[config.mk]
export PLATFORM = sky130hd
export DESIGN_NAME = wb_rr_arbiter
export DESIGN_NICKNAME = d
export VERILOG_FILES = /design/src/rtl/wb_rr_arbiter.sv
export SDC_FILE = /design/constraint.sdc
export NUM_CORES = 1
export LEC_CHECK = 0
export CAP_MARGIN = 20
export CORE_AREA = 8 8 106 108
export DETAILED_ROUTE_END_ITERATION = 16
export DIE_AREA = 0 0 114 116
export GPL_TIMING_DRIVEN = 0
export PLACE_DENSITY = 0.73
export SETUP_SLACK_MARGIN = 0.5
export SLEW_MARGIN = 5
export SYNTH_ARGS = -nofsm -noshare
export SYNTH_HDL_FRONTEND = slang
export SYNTH_SLANG_ARGS = --single-unit
[constraint.sdc]
create_clock -name clk -period 1.5 [get_ports clk]
set_clock_uncertainty 0.2 [all_clocks]
set_input_delay 0.3 -clock clk [delete_from_list [all_inputs] [get_ports clk]]
set_output_delay 0.3 -clock clk [all_outputs]
set_load 0.05 [all_outputs]
[src/rtl/wb_rr_arbiter.sv]
// Round-robin Wishbone B4 classic arbiter: NUM_MASTERS masters share one slave port; the grant is held for the whole cyc.
// Latency: the winner reaches the slave one cycle after it first raises cyc; there is one dead cycle between owners.
// Backpressure: masters that lose arbitration are not acked and wait. s_ack_i stalls only the granted master.
//
// Ports:
//   clk, rst_n                          clock, asynchronous active-low reset
//   m_cyc_i/m_stb_i/m_we_i              per-master controls, one bit per master
//   m_adr_i/m_dat_i/m_sel_i             packed per-master buses, master k at [k*W +: W]
//   m_ack_o/m_err_o                     per-master acknowledge / timeout error
//   m_dat_o                             slave read data, broadcast to all masters
//   s_cyc_o/s_stb_o/s_we_o/s_adr_o/s_dat_o/s_sel_o, s_ack_i/s_dat_i   shared slave port
//   gnt_o                               one-hot current grant
// Optional feature: define WB_ARB_TIMEOUT_EN to enable the stalled-slave watchdog (TIMEOUT_CYCLES).
module wb_rr_arbiter #(
    parameter int NUM_MASTERS    = 2,
    parameter int ADDR_W         = 32,
    parameter int DATA_W         = 32,
    parameter int TIMEOUT_CYCLES = 255
) (
    input  logic                              clk,
    input  logic                              rst_n,
    input  logic [NUM_MASTERS-1:0]            m_cyc_i,
    input  logic [NUM_MASTERS-1:0]            m_stb_i,
    input  logic [NUM_MASTERS-1:0]            m_we_i,
    input  logic [NUM_MASTERS*ADDR_W-1:0]     m_adr_i,
    input  logic [NUM_MASTERS*DATA_W-1:0]     m_dat_i,
    input  logic [NUM_MASTERS*DATA_W/8-1:0]   m_sel_i,
    output logic [NUM_MASTERS-1:0]            m_ack_o,
    output logic [NUM_MASTERS-1:0]            m_err_o,
    output logic [DATA_W-1:0]                 m_dat_o,
    output logic                              s_cyc_o,
    output logic                              s_stb_o,
    output logic                              s_we_o,
    output logic [ADDR_W-1:0]                 s_adr_o,
    output logic [DATA_W-1:0]                 s_dat_o,
    output logic [DATA_W/8-1:0]               s_sel_o,
    input  logic                              s_ack_i,
    input  logic [DATA_W-1:0]                 s_dat_i,
    output logic [NUM_MASTERS-1:0]            gnt_o
);

    localparam int SEL_W = DATA_W / 8;
    localparam int IDX_W = (NUM_MASTERS > 1) ? $clog2(NUM_MASTERS) : 1;

    typedef enum logic {
        IDLE,
        BUSY
    } state_t;

    state_t             state;
    // While BUSY, 'last' is also the index of the current owner, so it drives the mux.
    logic [IDX_W-1:0]   last;
    logic [IDX_W-1:0]   win_idx;
    logic               win_vld;
    logic               tmo_hit;

    // Scan upward from last+1 (wrapping) so the previous winner is checked last.
    always_comb begin : arb_scan
        int               cand_int;
        logic [IDX_W-1:0] cand;
        cand_int = 0;
        cand     = '0;
        win_vld  = 1'b0;
        win_idx  = last;
        for (int k = 1; k <= NUM_MASTERS; k++) begin
            cand_int = int'(last) + k;
            if (cand_int >= NUM_MASTERS) begin
                cand_int = cand_int - NUM_MASTERS;
            end
            cand = IDX_W'(cand_int);
            if (!win_vld && m_cyc_i[cand]) begin
                win_vld = 1'b1;
                win_idx = cand;
            end
        end
    end

`ifdef WB_ARB_TIMEOUT_EN
    localparam int                CNT_W   = $clog2(TIMEOUT_CYCLES + 1);
    localparam logic [CNT_W-1:0]  TMO_LIM = CNT_W'(TIMEOUT_CYCLES);

    logic [CNT_W-1:0] tmo_cnt;

    // Counting runs only in BUSY; sitting in IDLE keeps it cleared so every grant starts at zero.
    always_ff @(posedge clk or negedge rst_n) begin
        if (!rst_n) begin
            tmo_cnt <= '0;
        end else if (state == IDLE) begin
            tmo_cnt <= '0;
        end else if (s_ack_i) begin
            tmo_cnt <= '0;
        end else if (s_stb_o && !tmo_hit) begin
            tmo_cnt <= tmo_cnt + 1'b1;
        end
    end

    assign tmo_hit = (state == BUSY) && (tmo_cnt == TMO_LIM);
`else
    assign tmo_hit = 1'b0;
`endif

    always_ff @(posedge clk or negedge rst_n) begin
        if (!rst_n) begin
            state <= IDLE;
            gnt_o <= '0;
            last  <= IDX_W'(NUM_MASTERS - 1);
        end else begin
            case (state)
                IDLE: begin
                    if (win_vld) begin
                        gnt_o <= NUM_MASTERS'(1) << win_idx;
                        last  <= win_idx;
                        state <= BUSY;
                    end
                end
                BUSY: begin
                    // A timeout forces release even while the owner still holds cyc.
                    if (tmo_hit || !m_cyc_i[last]) begin
                        gnt_o <= '0;
                        state <= IDLE;
                    end
                end
                default: begin
                    gnt_o <= '0;
                    state <= IDLE;
                end
            endcase
        end
    end

    // Slave-side mux and ack/err routing. In IDLE the slave port is fully quiet,
    // which gives the dead cycle between owners and ignores stray acks.
    always_comb begin
        s_cyc_o = 1'b0;
        s_stb_o = 1'b0;
        s_we_o  = 1'b0;
        s_adr_o = '0;
        s_dat_o = '0;
        s_sel_o = '0;
        m_ack_o = '0;
        m_err_o = '0;
        m_dat_o = s_dat_i;
        if (state == BUSY) begin
            s_cyc_o       = m_cyc_i[last];
            s_stb_o       = m_stb_i[last];
            s_we_o        = m_we_i[last];
            s_adr_o       = m_adr_i[int'(last)*ADDR_W +: ADDR_W];
            s_dat_o       = m_dat_i[int'(last)*DATA_W +: DATA_W];
            s_sel_o       = m_sel_i[int'(last)*SEL_W +: SEL_W];
            // The timeout cycle reports an error instead of an ack.
            m_ack_o[last] = s_ack_i && m_stb_i[last] && !tmo_hit;
            m_err_o[last] = tmo_hit;
        end
    end

endmodule

==> results by group, run 1 <==
Outcome
  • Outcome: complete, but fails checks
  • Violated checks: negative setup slack

Critical path
  • Timing endpoint of the critical path: s_adr_o[17]
  • Number of cells traversed by the worst register-to-register path: 7
  • Startpoint of the worst-slack reg-to-reg timing path: last
  • Crit path capture type: primary output
  • FF-to-FF setup slack: -270 ps
  • Kind of critical path: flip-flop to primary output
  • Critical register-to-register path endpoint: state
  • Setup crit start kind: flip-flop
  • Crit path DAT: around 1700 ps
  • Critical path peak fanout: 9
  • Beginning of the critical path: last
  • Required time of the critical path: 1000 ps

Synth
  • Synthesized area per cell: around 8 um2
  • Yosys warns: 0
  • Portion of the post-synthesis area used by sequential elements: ~5.8%
  • Area of the mapped netlist: between 1500 and 2000 um2
  • Simple-gate share of the synthesized area: 29.3%
  • Share of the synthesized netlist area taken by xor and xnor gates: 0%
  • Main synth FF type: sky130_fd_sc_hd__dfrtp_1
  • Post-synthesis instance total: 218
  • Adder and majority cell fraction of the synthesized area: 0%
  • Fraction of registers with async set or reset after synthesis: 100%
  • Synthesized-area fraction occupied by ao, oa, aoi and oai cells: between 2 and 3%
  • Number of enable-type register cells in the synthesized netlist: 0
  • Dominant combinational cell family by area after synthesis: multiplexers
  • Yosys reg bits: 4
  • Number of distinct library cell variants in the gate-level netlist after synthesis: 22
  • Mux cell area share after synthesis: around two fifths

Floorplan
  • Height of the die: between 100 and 150 um
  • Number of ports placed on the die boundary: around 290
  • Core area: approximately 9500 um2
  • Floorplan die width: ~110 um
  • Std cell rows: 36
  • Die Area: around 13000 um2
  • Initial cell density of the core: between 10% and 20%

Routing
  • Detailed Routing Iterations Pass 1: 4
  • Final routed wire length divided by cell count: 19.2 um
  • Routed vias/inst: 4.18
  • Remaining routing DRC violations: 0
  • Iteration-0 DRC count of the detailed router: just over 70
  • Final wirelength: roughly 12000 um
  • Post-detailed-route count of antenna-violating nets: 0
  • Count of vias placed by the detailed router: 2631

Finish
  • Ratio of cells with drive above 1 in the final layout: 66.9%
  • Filler instances: between 600 and 700
  • Area of all sequential standard cells: ~100 um2
  • Total number of nets in the final design: roughly 670
  • Total area of multi-input combinational cells: between 2000 and 3000 um2
  • Area delta synth->final: 284%
  • Antenna diode instance count: 0

Job
  • Number of max-cap violations: 0

STA
  • Final hold violation count: 0
  • Tcrit/Tclk final: 144%
  • Worst-case setup margin in the final layout: -663 ps
  • Number of slew-limit violations in the final report: 0
  • Final count of negative-setup-slack endpoints: 74
  • RSZ-0062 raised after global routing: true
  • Time the final worst path needs with I/O delays and setup: approximately 2200 ps
  • Maximum clock rate: around 0.46 GHz

Pwr
  • Pwr per Cell Area: 1620 nW/um2
  • Leak pwr: 2.81 nW
  • Overall power of the completed layout: between 10 and 15 mW
  • Worst IR drop on VDD: 0.890 mV

GRT
  • First-pass GRT wire length: ~17000 um
  • Total congestion overflow after global routing: 0
  • Pin count of the biggest net entering global routing: 11
  • Via count of the first global-routing pass: between 3000 and 4000
  • Global-route usage over all layers: 16.3%
  • Number of antenna violations at the first check in global routing: 0

Clock network
  • Clock latency reported for the late side of the worst-skew pair: about 220 ps
  • Inserted Clock Buffers: 3
  • Clock transition at the register clock pins on the worst setup and hold paths after CTS: roughly 30 ps
  • H-Tree Level Count: 1
  • Number of clock sinks seen by CTS: 4
  • TritonCTS clock tree: yes
  • Worst-case clock buffer depth: 2
  • Clock root buffer master: sky130_fd_sc_hd__clkbuf_8

Placed design
  • Routability congestion estimate: approximately 0.77
  • DP Worst Slack: -1040 ps
  • Total of buffers placed on input and output ports: 251
  • Hpwl dp: slightly above 9000 um

Worst hold path
  • Type of the most critical hold path: input pin to asynchronous set/reset pin
==> area by class of cell <==
class                           count  share of cell area (%)
Sequential cell                     4                    1.55
Multi-Input combinational cell    163                    40.2
Timing Repair Buffer              273                    45.7
Tap cell                          133                    2.48
Clock buffer                        4                   0.672
Buffer                             52                    9.37
==> cells in the final DEF, fill, tap and decap left out, types with 2 or more instances in the layout <==
| cell type | Yosys | routed |
|---|---|---|
| sky130_fd_sc_hd__buf_12 | 2 | 7 |
| sky130_fd_sc_hd__mux2i_4 | 0 | 69 |
| sky130_fd_sc_hd__clkdlybuf4s50_1 | 0 | 143 |
| sky130_fd_sc_hd__buf_4 | 39 | 14 |
| sky130_fd_sc_hd__nand4_1 | 3 | 3 |
| sky130_fd_sc_hd__buf_8 | 0 | 35 |
| sky130_fd_sc_hd__nor2b_4 | 0 | 70 |
| sky130_fd_sc_hd__buf_16 | 0 | 6 |
| sky130_fd_sc_hd__o21ai_0 | 2 | 2 |
| sky130_fd_sc_hd__clkbuf_16 | 0 | 3 |
| sky130_fd_sc_hd__clkbuf_8 | 0 | 4 |
| sky130_fd_sc_hd__dfrtp_2 | 0 | 2 |
| sky130_fd_sc_hd__clkbuf_2 | 0 | 6 |
| sky130_fd_sc_hd__conb_1 | 1 | 2 |
| sky130_fd_sc_hd__nor2_4 | 0 | 2 |
| sky130_fd_sc_hd__buf_6 | 1 | 104 |
| sky130_fd_sc_hd__buf_2 | 3 | 4 |
| sky130_fd_sc_hd__nor2_1 | 5 | 3 |
==> worst min-delay path by stage <==
stage / end / slack [ps] / cells after the start
after floorplan: gnt_o[0] / -200 / 0
after global placement: state / 300 / 1
after detailed placement: state / 310 / 1
after CTS: state / 80 / 1
after global routing: state / 90 / 1
final: state / 80 / 1
==> metrics by stage <==
stage / util (%) / instance area (um2) / hold slack, ps / setup TNS [ps] / instances
global placement: 53.3 / 5090 / 304 / -76230 / 603
global route: 70.2 / 6700 / 92.7 / -48670 / 629
detailed placement: 53.3 / 5090 / 314 / -77120 / 603
CTS: 64.5 / 6160 / 84.4 / -46740 / 623
finish: 70.2 / 6700 / 83.0 / -44570 / 629
floorplan: - / 2410 / -196 / -17100 / 219
==> flip-flops by register name, indices dropped and copies added (netlist names) <==
register	cells
gnt_o	2
last	1
state	1
==> routing by layer <==
layer  routed length [um]  part of all wire (%)  up-vias  track usage [%]
met5                    0                     0        -                0
met4                  132                   1.1        0             3.82
met3                  930                   7.7        8             4.79
met2                 7150                    59      128             34.0
met1                 3880                    32     1238             15.0
li1                     -                     -     1257                -
==> cell families after synthesis <==
group / after synthesis
mux: 70
other cells: 1
compound gates: 7
flops: 4
simple gates: 84
buf+inv: 52
==> report_power, final <==
group          internal [mW]  leakage (nW)  switching (mW)
sequential             0.168        0.0447          0.0336
clock                  0.182        0.0228          0.0569
combinational           5.35          2.74            5.09
total                   5.70          2.81            5.18
==> synth_stat cells (2+ instances only) <==
library cell / n / area share [%]
sky130_fd_sc_hd__nand2_1: 2 / 0.43
sky130_fd_sc_hd__nand4_1: 3 / 1.1
sky130_fd_sc_hd__o21ai_0: 2 / 0.57
sky130_fd_sc_hd__buf_12: 2 / 2.3
sky130_fd_sc_hd__clkbuf_1: 7 / 1.5
sky130_fd_sc_hd__mux2i_1: 70 / 40
sky130_fd_sc_hd__buf_2: 3 / 0.86
sky130_fd_sc_hd__nor2b_1: 71 / 25
sky130_fd_sc_hd__dfrtp_1: 3 / 4.3
sky130_fd_sc_hd__buf_4: 39 / 17
sky130_fd_sc_hd__nor2_1: 5 / 1.1
==> repair_timing <==
| item | in CTS | in global routing |
|---|---|---|
| cloned | 4 | 3 |
| hold buffers | 0 | 0 |
| setup buffers | 12 | 3 |
| endpoints found under the setup margin | 111 | 111 |
| resized for setup | 875 | 104 |
==> worst max-delay path, cell delays in order, from the launching register on <==
cell                        delay [ps]
sky130_fd_sc_hd__dfstp_2           530
sky130_fd_sc_hd__buf_12            130
sky130_fd_sc_hd__buf_12            140
sky130_fd_sc_hd__clkbuf_16         170
sky130_fd_sc_hd__mux2i_4           250
sky130_fd_sc_hd__nor2b_4            60
sky130_fd_sc_hd__buf_6             150
No activity file was read; power rests on OpenSTA's default activity.
==> run 2: changes to the inputs <==
Settings changed: CORE_AREA 8 8 106 108 to 5 5 109 111, CTS_CLUSTER_SIZE set to 14, PLACE_DENSITY 0.73 to 0.66.
==> run 2 against run 1 <==
The run still ends with negative setup slack left. Via count rose by 1.7%. Die area did not move. Setup slack got worse by 16 ps. Clock power barely moved. Utilization fell by 6.7 points. Register-to-register slack improved by 110 ps. Largest cell class unchanged. Highest routed layer unchanged.
==> results by group, run 2 (synthesis gave the netlist of run 1 again) <==
Clock network
  • Inserted Clock Buffers: 3
  • Worst-case clock buffer depth: 2
  • Clock root buffer master: sky130_fd_sc_hd__clkbuf_8
  • H-Tree Level Count: 1
  • Number of clock sinks seen by CTS: 4
  • TritonCTS clock tree: yes
  • Clock transition at the register clock pins on the worst setup and hold paths after CTS: about 30 ps
  • Clock latency reported for the late side of the worst-skew pair: about 220 ps

Finish
  • Antenna diode instance count: 0
  • Total number of nets in the final design: approximately 680
  • Highest-count cells in the layout ignoring fill and taps: sky130_fd_sc_hd__clkdlybuf4s50_1 (143), sky130_fd_sc_hd__buf_6 (98), sky130_fd_sc_hd__mux2i_4 (70), sky130_fd_sc_hd__nor2b_4 (70), sky130_fd_sc_hd__buf_8 (43)
  • Layout Cells excl Fill: 639
  • Final core area utilization: between 60% and 70%
  • Area delta synth->final: 289%
  • Filler instances: 795
  • Largest register by flop count: gnt_o
  • Largest register FFs: 2
  • Regs by FF count: gnt_o: 2 flops, last: 1 flops, state: 1 flops
  • Post-route design area: around 6800 um2
  • Ratio of cells with drive above 1 in the final layout: 66.9%
  • Most common library cell in the layout ignoring fill and taps: sky130_fd_sc_hd__clkdlybuf4s50_1

Critical path
  • Ordered list of cells on the worst path: buf_12 > buf_12 > buf_6 > buf_6 > mux2i_4 > nor2b_4 > buf_6
  • Startpoint of the worst-slack reg-to-reg timing path: last
  • Longest individual stage delay on the worst path: between 500 and 600 ps
  • CP max stage cell: sky130_fd_sc_hd__dfstp_2
  • Crit path capture type: primary output
  • Crit path DAT: 1680 ps
  • Number of cells traversed by the worst register-to-register path: 6
  • Required time of the critical path: 1000 ps
  • Most common cell type on the critical path: sky130_fd_sc_hd__buf_6
  • Timing endpoint of the critical path: s_cyc_o
  • FF-to-FF setup slack: -160 ps
  • Beginning of the critical path: last
  • Critical register-to-register path endpoint: state
  • Kind of critical path: flip-flop to primary output
  • Setup crit start kind: flip-flop
  • Critical path peak fanout: 9

GRT
  • Number of antenna violations at the first check in global routing: 0
  • Global-route usage over all layers: between 10 and 15%
  • Via count of the first global-routing pass: roughly 3000
  • Total congestion overflow after global routing: 0
  • Pin count of the biggest net entering global routing: 11
  • First-pass GRT wire length: approximately 16000 um

Routing
  • Iteration-0 DRC count of the detailed router: 71
  • Count of vias placed by the detailed router: between 2000 and 3000
  • Final routed wire length divided by cell count: 17.3 um
  • Post-detailed-route count of antenna-violating nets: 0
  • Routed vias/inst: about 4.2
  • Detailed Routing Iterations Pass 1: 4
  • Remaining routing DRC violations: 0
  • Final wirelength: 11000 um

Placed design
  • Cell count after placement: just over 600
  • Routability congestion estimate: 0.808
  • Hpwl dp: between 8000 and 9000 um
  • Total of buffers placed on input and output ports: ~250
  • Area after detailed placement: 5100 um2
  • DP Worst Slack: -1070 ps

Pwr
  • Leak pwr: between 2 and 3 nW
  • Pwr per Cell Area: approximately 1600 nW/um2
  • Worst IR drop on VDD: 0.896 mV

STA
  • Time the final worst path needs with I/O delays and setup: ~2200 ps
  • Number of slew-limit violations in the final report: 0
  • Worst-case setup margin in the final layout: -679 ps
  • RSZ-0062 raised after global routing: true
  • Tcrit/Tclk final: 145%
  • Final hold violation count: 0
  • Final count of negative-setup-slack endpoints: 76
  • Maximum clock rate: approximately 0.46 GHz

Floorplan
  • Die Area: between 10000 and 15000 um2
  • Number of ports placed on the die boundary: ~290
  • Std cell rows: 38
  • Initial cell density of the core: between 10% and 20%
  • Height of the die: roughly 120 um
  • Floorplan die width: roughly 110 um
  • Core area: approximately 11000 um2

Worst hold path
  • Type of the most critical hold path: input pin to asynchronous set/reset pin

Outcome
  • Outcome: complete, but fails checks
  • Violated checks: negative setup slack

Job
  • Number of max-cap violations: 0
==> run 2: cell types whose count changed in the layout (fill, tap and decap cells not counted), moves of 2 or more <==
cell                       previous run  this run
sky130_fd_sc_hd__buf_8               35        43
sky130_fd_sc_hd__buf_6              104        98
sky130_fd_sc_hd__buf_4               14        19
sky130_fd_sc_hd__buf_2                4         1
sky130_fd_sc_hd__clkbuf_2             6         4
==> run 2: worst min path at each step <==
| stage | from | endpoint | slack, ps | cells after the start |
|---|---|---|---|---|
| 5_1_grt | rst_n | state | 100 | 1 |
| 3_5_place_dp | rst_n | state | 320 | 1 |
| 3_3_place_gp | rst_n | state | 320 | 1 |
| 4_1_cts | rst_n | state | 90 | 1 |
| 2_1_floorplan | rst_n | gnt_o[0] | -200 | 0 |
| 6_report | rst_n | state | 80 | 1 |
==> run 2: layer usage <==
layer  wire length [um]  vias to the layer above  GRT usage (%)
met1               3500                     1255           14.9
met2               6450                      145           30.3
met4                123                        0           3.25
li1                   -                     1267              -
met5                  0                        -              0
met3                968                        8           4.18
==> run 2: area by class of cell <==
| cell class | count | area [um2] | share of cell area (%) |
|---|---|---|---|
| multi-input cells | 163 | 2710 | 39.8 |
| repair buffers | 276 | 3120 | 46.0 |
| flip-flops and latches | 4 | 104 | 1.53 |
| plain buffers | 52 | 639 | 9.41 |
| well taps | 140 | 175 | 2.58 |
| clock buffers | 4 | 45.0 | 0.663 |
==> run 2: critical path, delay by kind of cell (launching register included) <==
| family | cells | cell delay, ps |
|---|---|---|
| AND/OR/NAND/NOR | 1 | 60 |
| flip-flops | 1 | 530 |
| multiplexers | 1 | 250 |
| buffers and inverters | 5 | 620 |
==> run 2: timing repair <==
action | 4_1_cts | 5_1_grt
pin swaps | 0 | 2
gates resized for setup | 886 | 113
hold buffers | 0 | 0
buffers inserted | 13 | 5
endpoints found under the setup margin | 111 | 111
cloned | 4 | 3
==> run 2: stage by stage <==
step           hold WS [ps]  power, mW  TNS (ps)
4_1_cts                87.9       10.0    -47730
3_5_place_dp            317       7.61    -78940
3_3_place_gp            316       7.54    -77400
2_1_floorplan          -196       5.58    -17100
6_report               84.3       11.1    -45630
5_1_grt                 102       11.5    -49140
==> run 2: power by group <==
group          switching (mW)  internal, mW
Clock                  0.0582         0.182
Sequential             0.0373         0.168
Combinational            5.11          5.52
==> run 3: changes to the inputs <==
Settings changed: SLEW_MARGIN 5 to 20.
==> results of run 3 <==
No change in the layout: final DEF, timing and power equal those of run 2.
